**src/rtl/qspi_flash_pkg.sv**
```systemverilog
// Shared opcodes and FSM encoding for the SPI NOR flash responder.
package qspi_flash_pkg;

  localparam logic [7:0] OP_READ = 8'h03;
  localparam logic [7:0] OP_RDID = 8'h9F;
  localparam logic [7:0] OP_RDSR = 8'h05;

  typedef enum logic [2:0] {
    ST_IDLE,
    ST_CMD,
    ST_ADDR,
    ST_DATA,
    ST_ID,
    ST_STAT,
    ST_IGNORE
  } state_t;

endpackage

```
**src/rtl/spi_pin_sync.sv**
```systemverilog
// Brings the asynchronous SPI pins into the clk domain and derives
// single-cycle edge pulses for SCK and chip select.
module spi_pin_sync (
  input  logic i_clk,
  input  logic i_rst,
  input  logic i_sck,
  input  logic i_cs_n,
  input  logic i_mosi,
  output logic o_sck_rise,
  output logic o_sck_fall,
  output logic o_cs_fall,
  output logic o_cs_rise,
  output logic o_mosi
);

  logic r_sck_meta, r_sck_sync, r_sck_prev;
  logic r_cs_meta, r_cs_sync, r_cs_prev, r_cs_armed;
  logic r_mosi_meta, r_mosi_sync;

  // CS only arms after it has been seen high, so a select held low across
  // reset cannot start a transaction without a fresh falling edge.
  always_ff @(posedge i_clk or posedge i_rst) begin
    if (i_rst) begin
      r_sck_meta  <= 1'b0;
      r_sck_sync  <= 1'b0;
      r_sck_prev  <= 1'b0;
      r_cs_meta   <= 1'b0;
      r_cs_sync   <= 1'b0;
      r_cs_prev   <= 1'b0;
      r_cs_armed  <= 1'b0;
      r_mosi_meta <= 1'b0;
      r_mosi_sync <= 1'b0;
    end else begin
      r_sck_meta  <= i_sck;
      r_sck_sync  <= r_sck_meta;
      r_sck_prev  <= r_sck_sync;
      r_cs_meta   <= i_cs_n;
      r_cs_sync   <= r_cs_meta;
      r_cs_prev   <= r_cs_sync;
      r_cs_armed  <= r_cs_armed | r_cs_sync;
      r_mosi_meta <= i_mosi;
      r_mosi_sync <= r_mosi_meta;
    end
  end

  assign o_sck_rise = r_sck_sync & ~r_sck_prev;
  assign o_sck_fall = ~r_sck_sync & r_sck_prev;
  assign o_cs_fall  = r_cs_armed & r_cs_prev & ~r_cs_sync;
  assign o_cs_rise  = r_cs_sync & ~r_cs_prev;
  assign o_mosi     = r_mosi_sync;

endmodule

```
**src/rtl/qspi_flash_responder.sv**
```systemverilog
// Single-lane SPI NOR flash responder (READ/RDID/RDSR) backed by a
// byte-wide memory port, for booting the SoC from block RAM.
module qspi_flash_responder
  import qspi_flash_pkg::*;
#(
  parameter int          ADDR_W   = 24,
  parameter logic [23:0] JEDEC_ID = 24'hEF4016,
  parameter logic [7:0]  STATUS   = 8'h00
) (
  input  logic              clk,
  input  logic              rst,
  input  logic              spi_sck,
  input  logic              spi_cs_n,
  input  logic              spi_mosi,
  output logic              spi_miso,
  output logic              spi_miso_oe,
  output logic              mem_req,
  output logic [ADDR_W-1:0] mem_addr,
  input  logic [7:0]        mem_rdata,
  input  logic              mem_rvalid,
  output logic              busy,
  output logic              cmd_err,
  output logic [2:0]        dbg_state
);

  logic w_sck_rise, w_sck_fall, w_cs_fall, w_cs_rise, w_mosi;

  spi_pin_sync u_sync (
    .i_clk      (clk),
    .i_rst      (rst),
    .i_sck      (spi_sck),
    .i_cs_n     (spi_cs_n),
    .i_mosi     (spi_mosi),
    .o_sck_rise (w_sck_rise),
    .o_sck_fall (w_sck_fall),
    .o_cs_fall  (w_cs_fall),
    .o_cs_rise  (w_cs_rise),
    .o_mosi     (w_mosi)
  );

  state_t            r_state, w_state_nxt;
  logic [4:0]        r_bit_cnt;
  logic [22:0]       r_rx;
  logic [7:0]        r_tx, r_buf;
  logic              r_pending, r_miso, r_oe, r_mem_req, r_cmd_err;
  logic [ADDR_W-1:0] r_addr;
  logic              w_cmd_bad;
  logic [7:0]        w_opcode;
  logic [23:0]       w_addr_full;

  assign w_opcode    = {r_rx[6:0], w_mosi};
  assign w_addr_full = {r_rx, w_mosi};

  always_comb begin
    w_state_nxt = r_state;
    w_cmd_bad   = 1'b0;
    if (w_cs_rise) begin
      w_state_nxt = ST_IDLE;
    end else begin
      case (r_state)
        ST_IDLE: if (w_cs_fall) w_state_nxt = ST_CMD;
        ST_CMD: begin
          if (w_sck_rise && r_bit_cnt == 5'd7) begin
            case (w_opcode)
              OP_READ: w_state_nxt = ST_ADDR;
              OP_RDID: w_state_nxt = ST_ID;
              OP_RDSR: w_state_nxt = ST_STAT;
              default: begin
                w_state_nxt = ST_IGNORE;
                w_cmd_bad   = 1'b1;
              end
            endcase
          end
        end
        ST_ADDR: if (w_sck_rise && r_bit_cnt == 5'd23) w_state_nxt = ST_DATA;
        default: ;
      endcase
    end
  end

  always_ff @(posedge clk or posedge rst) begin
    if (rst) r_state <= ST_IDLE;
    else     r_state <= w_state_nxt;
  end

  // Memory port: mem_req is a one-cycle pulse with mem_addr valid alongside;
  // exactly one mem_rvalid pulse answers each request, with no back-pressure.
  always_ff @(posedge clk or posedge rst) begin
    if (rst) begin
      r_bit_cnt <= '0;
      r_rx      <= '0;
      r_tx      <= '0;
      r_buf     <= '0;
      r_pending <= 1'b0;
      r_miso    <= 1'b0;
      r_oe      <= 1'b0;
      r_mem_req <= 1'b0;
      r_cmd_err <= 1'b0;
      r_addr    <= '0;
    end else begin
      r_mem_req <= 1'b0;
      r_cmd_err <= 1'b0;
      if (mem_rvalid && r_pending) begin
        r_pending <= 1'b0;
        if (r_state == ST_DATA && !w_cs_rise) r_buf <= mem_rdata;
      end
      if (w_cs_rise) begin
        r_miso    <= 1'b0;
        r_oe      <= 1'b0;
        r_bit_cnt <= '0;
      end else begin
        case (r_state)
          ST_IDLE: if (w_cs_fall) r_bit_cnt <= '0;
          ST_CMD: begin
            if (w_sck_rise) begin
              r_rx      <= {r_rx[21:0], w_mosi};
              r_bit_cnt <= (r_bit_cnt == 5'd7) ? 5'd0 : r_bit_cnt + 5'd1;
              r_cmd_err <= w_cmd_bad;
            end
          end
          ST_ADDR: begin
            if (w_sck_rise) begin
              r_rx <= {r_rx[21:0], w_mosi};
              if (r_bit_cnt == 5'd23) begin
                r_bit_cnt <= '0;
                r_mem_req <= 1'b1;
                r_pending <= 1'b1;
                r_addr    <= w_addr_full[ADDR_W-1:0];
              end else begin
                r_bit_cnt <= r_bit_cnt + 5'd1;
              end
            end
          end
          ST_DATA: begin
            if (w_sck_fall) begin
              r_oe      <= 1'b1;
              r_bit_cnt <= {2'b00, r_bit_cnt[2:0] + 3'd1};
              if (r_bit_cnt[2:0] == 3'd0) begin
                // MSB of a new byte goes out; prefetch the next address now.
                r_miso    <= r_buf[7];
                r_tx      <= {r_buf[6:0], 1'b0};
                r_mem_req <= 1'b1;
                r_pending <= 1'b1;
                r_addr    <= r_addr + ADDR_W'(1);
              end else begin
                r_miso <= r_tx[7];
                r_tx   <= {r_tx[6:0], 1'b0};
              end
            end
          end
          ST_ID: begin
            if (w_sck_fall) begin
              r_oe <= 1'b1;
              if (r_bit_cnt < 5'd24) begin
                r_miso    <= JEDEC_ID[5'd23 - r_bit_cnt];
                r_bit_cnt <= r_bit_cnt + 5'd1;
              end else begin
                r_miso <= 1'b0;
              end
            end
          end
          ST_STAT: begin
            if (w_sck_fall) begin
              r_oe      <= 1'b1;
              r_miso    <= STATUS[3'd7 - r_bit_cnt[2:0]];
              r_bit_cnt <= {2'b00, r_bit_cnt[2:0] + 3'd1};
            end
          end
          default: ;
        endcase
      end
    end
  end

  assign spi_miso    = r_miso;
  assign spi_miso_oe = r_oe & ~w_cs_rise;
  assign mem_req     = r_mem_req;
  assign mem_addr    = r_addr;
  assign busy        = (r_state != ST_IDLE);
  assign cmd_err     = r_cmd_err;
  assign dbg_state   = r_state;

endmodule
```
**config.mk**
```make
export PLATFORM = sky130hd
export DESIGN_NAME = qspi_flash_responder
export DESIGN_NICKNAME = d
export VERILOG_FILES = /design/src/rtl/qspi_flash_pkg.sv /design/src/rtl/spi_pin_sync.sv /design/src/rtl/qspi_flash_responder.sv
export SDC_FILE = /design/constraint.sdc
export NUM_CORES = 1
export LEC_CHECK = 0
export ABC_CLOCK_PERIOD_IN_PS = 3530
export CAP_MARGIN = 30
export CORE_UTILIZATION = 35
export CTS_CLUSTER_DIAMETER = 100
export DETAILED_ROUTE_END_ITERATION = 6
export SYNTH_ARGS = -nofsm -noshare
export SYNTH_HDL_FRONTEND = slang
export SYNTH_SLANG_ARGS = --single-unit
```
**constraint.sdc**
```tcl
create_clock -name clk -period 3.53 [get_ports clk]
set_clock_uncertainty 0.15 [all_clocks]
set_input_delay 0.5295 -clock clk [delete_from_list [all_inputs] [get_ports clk]]
set_output_delay 0.5295 -clock clk [all_outputs]
set_load 0.1 [all_outputs]
```
==> results by group, run 1 <==
Worst setup path
  • Worst path depth: 1
  • Critical-path top delay cell: clkdlybuf4s50_1
  • Worst-path cell chain: clkdlybuf4s50_1
  • Crit path capture type: output pin
  • FF-to-FF path depth: 9
  • Critical path startpoint category: flop
  • Critical path data arrival time: 1970 ps
  • Crit-path max FO: 6
  • WS Path Type: reg2out
  • Largest stage delay, worst path: about 1200 ps
  • CP bufs+invs: 1
  • Data required, critical path: between 2000 and 3000 ps
  • CP delay by family, top: buffers and inverters

Logic synthesis
  • YS warnings: 0
  • Synthesized Nets: 437
  • Synthesized flop and latch total: 84
  • Distinct cells, synth: 65
  • Number of synthesized flops with an enable pin: 0
  • Most common flop cell mapped by yosys: dfrtp_1
  • Synth area leaders: dfrtp_1 48%, mux2_2 8.5%, a21oi_1 4.1%, nor2_1 2.6%, o21ai_0 2.3%
  • Sequential area share after synthesis: a little under 50%
  • Post-synth top area share: 48.0%
  • Mapped cell area: 4380 µm²
  • Synth area leader: dfrtp_1
  • Cells after Synth: 416
  • FFs w/ async S/R, synth: 100%
  • Synth Area per Inst: roughly 11 µm²

Placed design
  • IO buf count: 45
  • GPL Wtd Cong: 0.772
  • Pre-CTS setup slack: 988 ps
  • Dpl hpwl: approximately 6400 µm

Routing
  • Vias post-DR: 3354
  • Via-per-instance ratio: 5.34
  • Routed WL per cell: 15.0 µm
  • Post-DRT Antenna Nets: 0
  • Total Wirelength: 9430 µm
  • DRC: 0
  • Iteration count of the initial detailed-routing pass: 5
  • DRT iter0 DRCs: 253

Final layout
  • N_diodes: 0
  • # nets final: 476
  • Fin util: 43.3%
  • Layout cell share with drive strength beyond 1: about a fifth
  • Area growth, synth to finish: 19.8%

Timing
  • RSZ-0062 raised after global routing: no
  • Fmax: 378 MHz
  • Count of final setup violators: 0
  • Slew of the pin with the lowest slew margin: 977 ps
  • Setup TNS Final: 0 ps
  • Setup ws final: ~900 ps
  • Final min period: roughly 2600 ps
  • Tcrit/Tclk final: 75.0%
  • Max-slew violation count: 0
  • Max-slew headroom: a little over a third
  • Hold WS: 197 ps
  • Endpoints failing hold: 0

Worst hold path
  • Hold WC Path Type: reg2reg
  • Worst hold path depth: 0

Power and ir drop
  • IR drop worst, VDD: 0.412 mV
  • Pwr per Cell Area: 909 nW/µm²
  • Leakage power: 2.25 nW

Flow run
  • Max cap viols: 0

Floorplanning
  • Cell Rows: 40
  • Core Box Area: between 10000 and 15000 µm²
  • I/O pins: 46
  • Die Wd: 114 µm
  • Die Area: 13000 µm²
  • Die height: 114 µm
  • Starting density of the core: a little over a third

Global routing
  • Global-route wire length before repair: approximately 16000 µm
  • GRT Total Usage: 15.7%
  • Initial antenna violation count: 0
  • Largest net degree at the start of global routing: 37
  • Grt ovf: 0
  • Vias in the first global route: 3183

Clock network
  • CTS tree: built
  • CTS max path bufs: 2
  • PostCTS Resize Cnt: 0
  • CTS buffer count: 9
  • CTS Root Cell: clkbuf_16
  • Clock transition at the registers of the reported paths: 60 ps
  • H-Tree Depth: 3
  • Post CTS Setup Buffer Count: 0
  • Clock latency on the worst-skew pair: 340 ps
  • Clock sinks: 84
  • Post-CTS Hold Fix Bufs: 0

Outcome
  • Outcome: finished clean
flip-flops by register name, summed over array words and instances, names as in the netlist, 3 cells and up:
register / flops
mem_addr: 24
r_rx: 23
r_buf: 8
r_tx: 7
r_bit_cnt: 5
dbg_state: 3
layer usage:
layer	share of wire (%)	vias to the layer above	GRT usage, %	routed length (µm)
li1	-	1609	-	-
met1	49	1660	21.0	4610
met2	46	73	25.0	4360
met3	3.5	12	4.09	330
met4	1.3	0	4.85	123
met5	0	-	0	0
layout by cell type, fill, tap and decap left out, types with 2 or more instances in the layout:
master | Yosys | layout
a31oi_1 | 6 | 6
nor3b_1 | 4 | 4
nand4b_1 | 3 | 3
and4_1 | 2 | 2
nand3_1 | 17 | 17
nand3_2 | 2 | 2
o22ai_1 | 5 | 5
nand2_1 | 26 | 26
inv_1 | 11 | 10
o211ai_2 | 4 | 4
mux2_2 | 33 | 33
clkbuf_16 | 0 | 9
nor3_4 | 3 | 3
and2_1 | 4 | 4
buf_4 | 7 | 16
o21ai_0 | 20 | 20
and3_1 | 10 | 10
nand4_1 | 11 | 11
mux2i_1 | 6 | 6
a22oi_1 | 4 | 4
o21ai_2 | 2 | 2
a21oi_1 | 36 | 36
a21o_1 | 2 | 2
clkinvlp_4 | 0 | 2
nand2b_1 | 3 | 3
ha_1 | 7 | 7
nor2_1 | 30 | 30
o22a_1 | 8 | 8
a41oi_1 | 2 | 2
a2bb2oi_1 | 3 | 3
bufinv_16 | 0 | 2
nand3b_1 | 3 | 3
dfrtp_1 | 84 | 84
nor4_1 | 2 | 2
nor3_1 | 6 | 6
clkdlybuf4s50_1 | 0 | 36
nor2b_1 | 4 | 4
and2_4 | 2 | 2
Yosys cell counts (3+ instances only):
| master | instances |
|---|---|
| buf_6 | 3 |
| mux2i_1 | 6 |
| mux2_2 | 33 |
| nand4b_1 | 3 |
| a31oi_1 | 6 |
| o22a_1 | 8 |
| inv_1 | 11 |
| a2bb2oi_1 | 3 |
| and2_1 | 4 |
| nand3b_1 | 3 |
| nand2_1 | 26 |
| o22ai_1 | 5 |
| a22oi_1 | 4 |
| o21ai_0 | 20 |
| clkbuf_1 | 5 |
| nand4_1 | 11 |
| nor2_1 | 30 |
| ha_1 | 7 |
| dfrtp_1 | 84 |
| buf_2 | 7 |
| and3_1 | 10 |
| nand3_1 | 17 |
| nor3b_1 | 4 |
| nor3_1 | 6 |
| buf_4 | 7 |
| nor3_4 | 3 |
| o211ai_2 | 4 |
| a21oi_1 | 36 |
| nor2b_1 | 4 |
| nand2b_1 | 3 |
logic make-up (layout without fill, tap and decap cells):
family / Yosys count / after routing / synth area share (%)
AND/OR/NAND/NOR: 145 / 145 / 19.5
AO/OA/AOI/OAI: 103 / 103 / 15.6
flip-flops: 84 / 84 / 48.0
multiplexers: 40 / 40 / 10.1
buffers and inverters: 36 / 80 / 4.46
adder cells (fa/ha/maj): 7 / 7 / 2.00
XOR/XNOR: 1 / 1 / 0.200
where the power goes:
group          internal [mW]  total [mW]  switching, mW  leakage (nW)
logic                  0.644        2.21           1.56         0.996
clock network          0.642        1.03          0.389         0.152
registers               1.20        1.53          0.331          1.10
through the flow:
stage / total power [mW] / std cells / cell area (µm²)
detailed placement: 3.76 / 612 / 4920
finish: 4.77 / 628 / 5240
floorplan: 3.27 / 416 / 4380
global placement: 3.72 / 612 / 4920
CTS: 4.80 / 628 / 5240
global route: 5.02 / 628 / 5240
worst paths after layout:
kind | from | end | slack [ps]
setup / recovery | mem_addr[10]$_DFFE_PP0P_ | mem_addr[10] | 880
hold / removal | u_sync.r_cs_meta$_DFF_PP0_ | u_sync.r_cs_sync$_DFF_PP0_ | 200
setup reg to reg | r_bit_cnt[0]$_DFFE_PP0P_ | mem_addr[12]$_DFFE_PP0P_ | 1000
hold reg to reg | u_sync.r_cs_meta$_DFF_PP0_ | u_sync.r_cs_sync$_DFF_PP0_ | 200
max in group asynchronous | rst | u_sync.r_cs_sync$_DFF_PP0_ | 2030
min in group asynchronous | rst | r_pending$_DFF_PP0_ | 430
final cells by class:
type	count	area, µm²
fill	1182	6870
timing repair buffer	52	480
clock inverter	5	83.8
multi-input combinational	296	2080
inverter	12	46.3
tap	168	210
clock buffer	11	243
sequential	84	2100
Power figures use the tool's default switching activity.
==> inputs of run 2 (changes only) <==
ABC_CLOCK_PERIOD_IN_PS = 2290   (was 3530)
clock period = 2.29 ns   (was 3.53 ns; I/O delays follow)
==> run 2 against run 1 <==
  * Final cell count increased by 1.3%
  * Core utilization rose by 0.86 points
  * Non-clock buffer count is 8 higher
  * Total power is 57% higher
  * Wire length increased by 0.43%
  * Largest cell class unchanged
  * Largest power group unchanged
==> results by group, run 2 (synthesis gave the netlist of run 1 again) <==
Final layout
  • Most frequent cells in the layout: 68 x dfrtp_1, 42 x buf_4, 36 x a21oi_1
  • Max reg flops: 24 (unchanged)
  • Layout cell share with drive strength beyond 1: 29.9% (+10 points)
  • Area growth, synth to finish: 22.2%
  • # nets final: 484 (+1.7%)
  • N_diodes: 0 (unchanged)
  • Final cell count without fillers: 636 (+1.3%)
  • Commonest non-fill, non-tap cell in the layout: dfrtp_1

Routing
  • DRT iter0 DRCs: 227 (-10%)
  • Iteration count of the initial detailed-routing pass: 4 (-1)
  • Vias post-DR: 3319 (-1.0%)
  • Routed WL per cell: 14.9 µm (-0.83%)
  • DRC: 0 (unchanged)
  • Post-DRT Antenna Nets: 0 (unchanged)
  • Total Wirelength: 9470 µm (+0.43%)
  • Via-per-instance ratio: 5.22 (-2.3%)

Outcome
  • Outcome: finished clean

Global routing
  • Global-route wire length before repair: 15900 µm (-1.3%)
  • GRT Total Usage: 15.3% (-0.40 points)
  • Largest net degree at the start of global routing: 85 (+130%)
  • Initial antenna violation count: 0 (unchanged)
  • Grt ovf: 0 (unchanged)
  • Vias in the first global route: 3210 (+0.85%)

Floorplanning
  • Die Wd: 114 µm (unchanged)
  • I/O pins: 46 (unchanged)
  • Die Area: 13000 µm² (unchanged)
  • Starting density of the core: 36.1% (unchanged)
  • Core Box Area: 12100 µm² (unchanged)
  • Die height: 114 µm (unchanged)
  • Cell Rows: 40 (unchanged)

Clock network
  • Clock sinks: 84 (unchanged)
  • H-Tree Depth: 3 (unchanged)
  • CTS tree: built
  • CTS Root Cell: clkbuf_16
  • Post-CTS Hold Fix Bufs: 0 (unchanged)
  • CTS buffer count: 9 (unchanged)
  • CTS max path bufs: 2 (unchanged)
  • PostCTS Resize Cnt: 0 (unchanged)
  • Clock latency on the worst-skew pair: 330 ps (about the same)
  • Post CTS Setup Buffer Count: 0 (unchanged)
  • Clock transition at the registers of the reported paths: 60 ps (about the same)

Worst setup path
  • Data required, critical path: 2360 ps (-490 ps)
  • Critical path data arrival time: 2170 ps (+200 ps)
  • Critical path startpoint category: flop
  • WS Path Type: reg2reg
  • Crit-path max FO: 21 (+15)
  • Crit path capture type: flop

Power and ir drop
  • Pwr per Cell Area: 1400 nW/µm² (+53%)
  • IR drop worst, VDD: 0.604 mV (+47%)
  • Leakage power: 2.33 nW (+3.3%)

Flow run
  • Max cap viols: 0 (unchanged)

Timing
  • Slew of the pin with the lowest slew margin: 654 ps (-323 ps)
  • Setup TNS Final: 0 ps (unchanged)
  • Tcrit/Tclk final: 91.7%
  • Endpoints failing hold: 0 (unchanged)
  • Count of final setup violators: 0 (unchanged)
  • Fmax: 476 MHz
  • RSZ-0062 raised after global routing: no
  • Final min period: 2100 ps
  • Max-slew headroom: 56.4% (+22 points)
  • Max-slew violation count: 0 (unchanged)

Placed design
  • IO buf count: 45 (unchanged)
  • Placed Cells: 620 (+1.3%)
  • Dpl hpwl: 6490 µm (+1.0%)
  • GPL Wtd Cong: 0.779 (+0.85%)

Worst hold path
  • Hold WC Path Type: reg2reg
-- run 2: changes by cell type in the layout (fill, tap and decap cells not counted), moves of 5 or more --
cell | before | now
buf_12 | 0 | 5
buf_4 | 16 | 42
clkdlybuf4s50_1 | 36 | 13
dfrtp_1 | 84 | 68
dfrtp_2 | 0 | 16
-- run 2: critical path: stages, from the launching register on --
cell and delay [ps]:
dfrtp_1 410, inv_1 110, ha_1 190, nor2b_1 130
and3_1 190, o211ai_2 230, buf_4 290, a21oi_1 60
o22a_1 210
-- run 2: area by class of cell --
cell class	instances	area, µm²
Inverter	12	48.8
Sequential cell	84	2120
Tap cell	168	210
Clock inverter	6	95.1
Clock buffer	10	239
Timing Repair Buffer	60	546
Fill cell	1174	6760
Multi-Input combinational cell	296	2090
-- run 2: per-stage QoR --
stage | worst slack (ps) | cell area (µm²) | hold slack (ps) | utilization (%) | power (mW)
2_1_floorplan | 11.0 | 4400 | 181 | - | 5.06
3_3_place_gp | 239 | 5010 | 185 | 41.3 | 5.82
3_5_place_dp | 183 | 5010 | 186 | 41.3 | 5.87
4_1_cts | 171 | 5340 | 201 | 44.1 | 7.49
5_1_grt | 11.0 | 5350 | 203 | 44.2 | 7.84
6_report | 189 | 5350 | 200 | 44.2 | 7.46
-- run 2: worst paths after layout --
| kind | start | to | slack (ps) | cells after the start |
|---|---|---|---|---|
| setup / recovery | r_bit_cnt[0]$_DFFE_PP0P_ | mem_addr[22]$_DFFE_PP0P_ | 190 | 8 |
| hold / removal | u_sync.r_sck_meta$_DFF_PP0_ | u_sync.r_sck_sync$_DFF_PP0_ | 200 | 0 |
| setup reg to reg | r_bit_cnt[0]$_DFFE_PP0P_ | mem_addr[22]$_DFFE_PP0P_ | 190 | 8 |
| hold reg to reg | u_sync.r_sck_meta$_DFF_PP0_ | u_sync.r_sck_sync$_DFF_PP0_ | 200 | 0 |
| max in group asynchronous | rst | mem_addr[0]$_DFFE_PP0P_ | 1270 | 3 |
| min in group asynchronous | rst | r_bit_cnt[3]$_DFFE_PP0P_ | 300 | 3 |
-- run 2: power by group --
part | switching [mW] | internal [mW] | total (mW)
clock | 0.621 | 0.995 | 1.62
sequential | 0.472 | 1.87 | 2.34
combinational | 2.47 | 1.04 | 3.51
total | 3.56 | 3.90 | 7.46
-- run 2: layer usage --
layer / global-route usage, % / wire [µm] / part of all wire (%) / vias up
li1: - / - / - / 1620
met2: 24.4 / 4430 / 47 / 86
met3: 3.29 / 389 / 4.1 / 11
met4: 4.85 / 95 / 1.0 / 0
met1: 20.9 / 4560 / 48 / 1602
met5: 0 / 0 / 0 / -
==> inputs of run 3 (changes only) <==
SETUP_SLACK_MARGIN = 0.3   (was default)
==> run 3 against run 2 <==
  * Highest routed layer unchanged
  * Die area is the same
  * Final cell count grew 1.7%
  * Critical path type unchanged
  * Sequential share of layout area shrank 0.94 points
  * Maximum frequency grew 6.3%
  * Sequential cell count is the same
  * Sequential power grew 6%
  * Largest cell class is now multi-input combinational cells
  * Design area grew 4.5%
  * Global-route usage grew 0.62 points
  * Combinational power grew 5%
==> results by group, run 3 (synthesis gave the netlist of run 1 again) <==
Final layout
  • # nets final: 495 (+2.3%)
  • Area growth, synth to finish: 27.8%
  • Most frequent cells in the layout: 59 x dfrtp_1, 49 x buf_4, 34 x a21oi_1
  • Final cell count without fillers: 647 (+1.7%)
  • Design Area, Final: 5590 µm² (+4.5%)
  • Commonest non-fill, non-tap cell in the layout: dfrtp_1
  • FILL cells: 1172 (-0.17%)
  • Max reg flops: 24 (unchanged)
  • Fin util: 46.2% (+2.0 points)
  • Area of the multi-input gates: 2220 µm² (+6.2%)
  • N_diodes: 0 (unchanged)
  • Register area: 2170 µm² (+2.1%)
  • Layout cell share with drive strength beyond 1: 37.4% (+7.5 points)

Routing
  • Routed WL per cell: 15.6 µm (+4.4%)
  • Post-DRT Antenna Nets: 0 (unchanged)
  • DRT iter0 DRCs: 315 (+39%)
  • Via-per-instance ratio: 5.29 (+1.4%)
  • DRC: 0 (unchanged)
  • Iteration count of the initial detailed-routing pass: 4 (unchanged)
  • Total Wirelength: 10100 µm (+6.3%)
  • Vias post-DR: 3422 (+3.1%)

Timing
  • RSZ-0062 raised after global routing: yes
  • Hold WS: 198 ps (-1.57 ps)
  • Final min period: 1980 ps (-124 ps)
  • Endpoints failing hold: 0 (unchanged)
  • Slew of the pin with the lowest slew margin: 476 ps (-178 ps)
  • Max-slew headroom: 68.2% (+12 points)
  • Tcrit/Tclk final: 86.3% (-5.4 points)
  • Count of final setup violators: 0 (unchanged)
  • Max-slew violation count: 0 (unchanged)
  • Fmax: 506 MHz (+6.3%)
  • Setup TNS Final: 0 ps (unchanged)

Worst setup path
  • Critical path startpoint category: flop
  • Data required, critical path: 2370 ps (about the same)
  • Largest stage delay, worst path: 430 ps (+20 ps)
  • Crit path capture type: flop
  • Crit-path max FO: 5 (-76%)
  • Critical-path top delay cell: dfrtp_1
  • Critical path data arrival time: 2060 ps (-110 ps)
  • WS Path Type: reg2reg
  • Worst-path cell chain: inv_2 -> ha_4 -> nor2b_4 -> and3_4 -> o211ai_4 -> buf_6 -> or3_1 -> o211a_1

Power and ir drop
  • Sw Pwr: 3.69 mW (+3.6%)
  • Power share of the combinational group: 48.2% (+1.2 points)
  • Pwr per Cell Area: 1370 nW/µm² (-2.2%)
  • Switching share of power: 48.3% (+0.61 points)
  • Leakage power: 2.36 nW (+1.5%)
  • IR drop worst, VDD: 0.885 mV (+46%)
  • Clock network fraction of total power: 19.4% (-2.3 points)
  • P_int: 3.94 mW (+1.1%)
  • Sequential power share: 32.4% (+1.0 points)

Placed design
  • GPL Wtd Cong: 0.792 (+1.7%)
  • IO buf count: 45 (unchanged)
  • Dpl hpwl: 6290 µm (-2.9%)
  • Placed Cells: 617 (-0.48%)
  • Placed cell area: 5050 µm² (+0.77%)

Global routing
  • Initial antenna violation count: 0 (unchanged)
  • GRT Total Usage: 16.0% (+0.62 points)
  • Grt ovf: 0 (unchanged)
  • Largest net degree at the start of global routing: 85 (unchanged)
  • Vias in the first global route: 3246 (+1.1%)
  • Global-route wire length before repair: 16400 µm (+3.1%)

Clock network
  • Clock latency on the worst-skew pair: 340 ps (about the same)
  • CTS tree: built
  • Post-CTS Hold Fix Bufs: 0 (unchanged)
  • Clock transition at the registers of the reported paths: 70 ps (about the same)
  • CTS buffer count: 9 (unchanged)
  • CTS max path bufs: 2 (unchanged)
  • CTS Root Cell: clkbuf_16
  • H-Tree Depth: 3 (unchanged)
  • Clock sinks: 84 (unchanged)

Outcome
  • Outcome: finished clean

Floorplanning
  • Starting density of the core: 36.1% (unchanged)
  • Cell Rows: 40 (unchanged)
  • Die Wd: 114 µm (unchanged)
  • Die Area: 13000 µm² (unchanged)
  • I/O pins: 46 (unchanged)
  • Core Box Area: 12100 µm² (unchanged)
  • Die height: 114 µm (unchanged)

Flow run
  • Max cap viols: 0 (unchanged)

Worst hold path
  • Hold WC Path Type: reg2reg
==> run 3: cell count changes in the layout (fill, tap and decap cells not counted), sizes merged <==
cell,change
buf,+10
inv,+2
bufinv,-1
clkbuf,-1
clkinvlp,+1
==> run 3: repair_timing <==
action / in CTS / in global routing
buffers inserted: 6 / 6
setup endpoints to repair: 28 / 39
resized for setup: 12 / 24
pin swaps: 3 / 7
cloned: 2 / 0
==> run 3: per-stage QoR <==
stage | worst slack [ps] | total power, mW
4_1_cts | 271 | 7.51
3_3_place_gp | 203 | 5.89
5_1_grt | 242 | 7.99
6_report | 314 | 7.63
2_1_floorplan | 216 | 5.15
3_5_place_dp | 130 | 5.94
==> run 3: path summary, 6_finish.rpt <==
| path | start | end | slack (ps) | cells after the start |
|---|---|---|---|---|
| worst max-delay path | r_bit_cnt[0]$_DFFE_PP0P_ | mem_addr[21]$_DFFE_PP0P_ | 310 | 8 |
| worst min-delay path | u_sync.r_mosi_meta$_DFF_PP0_ | u_sync.o_mosi$_DFF_PP0_ | 200 | 0 |
| worst max register to register | r_bit_cnt[0]$_DFFE_PP0P_ | mem_addr[21]$_DFFE_PP0P_ | 310 | 8 |
| worst min register to register | u_sync.r_mosi_meta$_DFF_PP0_ | u_sync.o_mosi$_DFF_PP0_ | 200 | 0 |
| max in group asynchronous | rst | mem_addr[5]$_DFFE_PP0P_ | 1260 | 3 |
| min in group asynchronous | rst | r_bit_cnt[3]$_DFFE_PP0P_ | 300 | 3 |
==> run 3: critical path: cells and delay by family, from the launching register on <==
family | cells | cell delay, ps
DFF | 1 | 430
AOI/OAI and AO/OA | 2 | 230
adders and majority gates | 1 | 130
buffers and inverters | 2 | 260
and+or+nand+nor | 3 | 670
==> run 3: cell type report <==
class	instances	area share, %
flip-flops and latches	84	38.7
clock inverters	7	1.34
repair inverters	1	0.112
repair buffers	70	11.4
clock buffers	9	4.03
well taps	168	3.76
inverters	12	1.01
multi-input cells	296	39.6
==> run 3: power by group through the flow <==
stage | Clock [mW] | Combinational [mW] | Sequential (mW)
finish | 1.48 | 3.68 | 2.47
global route | 1.57 | 3.89 | 2.53
CTS | 1.52 | 3.55 | 2.45
detailed placement | 0 | 3.47 | 2.47
global placement | 0 | 3.44 | 2.45
floorplan | 0 | 1.51 | 3.64
==> run 3: routing by layer <==
layer | vias up | global-route usage (%) | part of all wire, %
met5 | - | 0 | 0
met4 | 0 | 5.97 | 0.65
met3 | 6 | 3.29 | 3.9
met2 | 74 | 24.9 | 48
met1 | 1703 | 21.9 | 47
li1 | 1639 | - | -
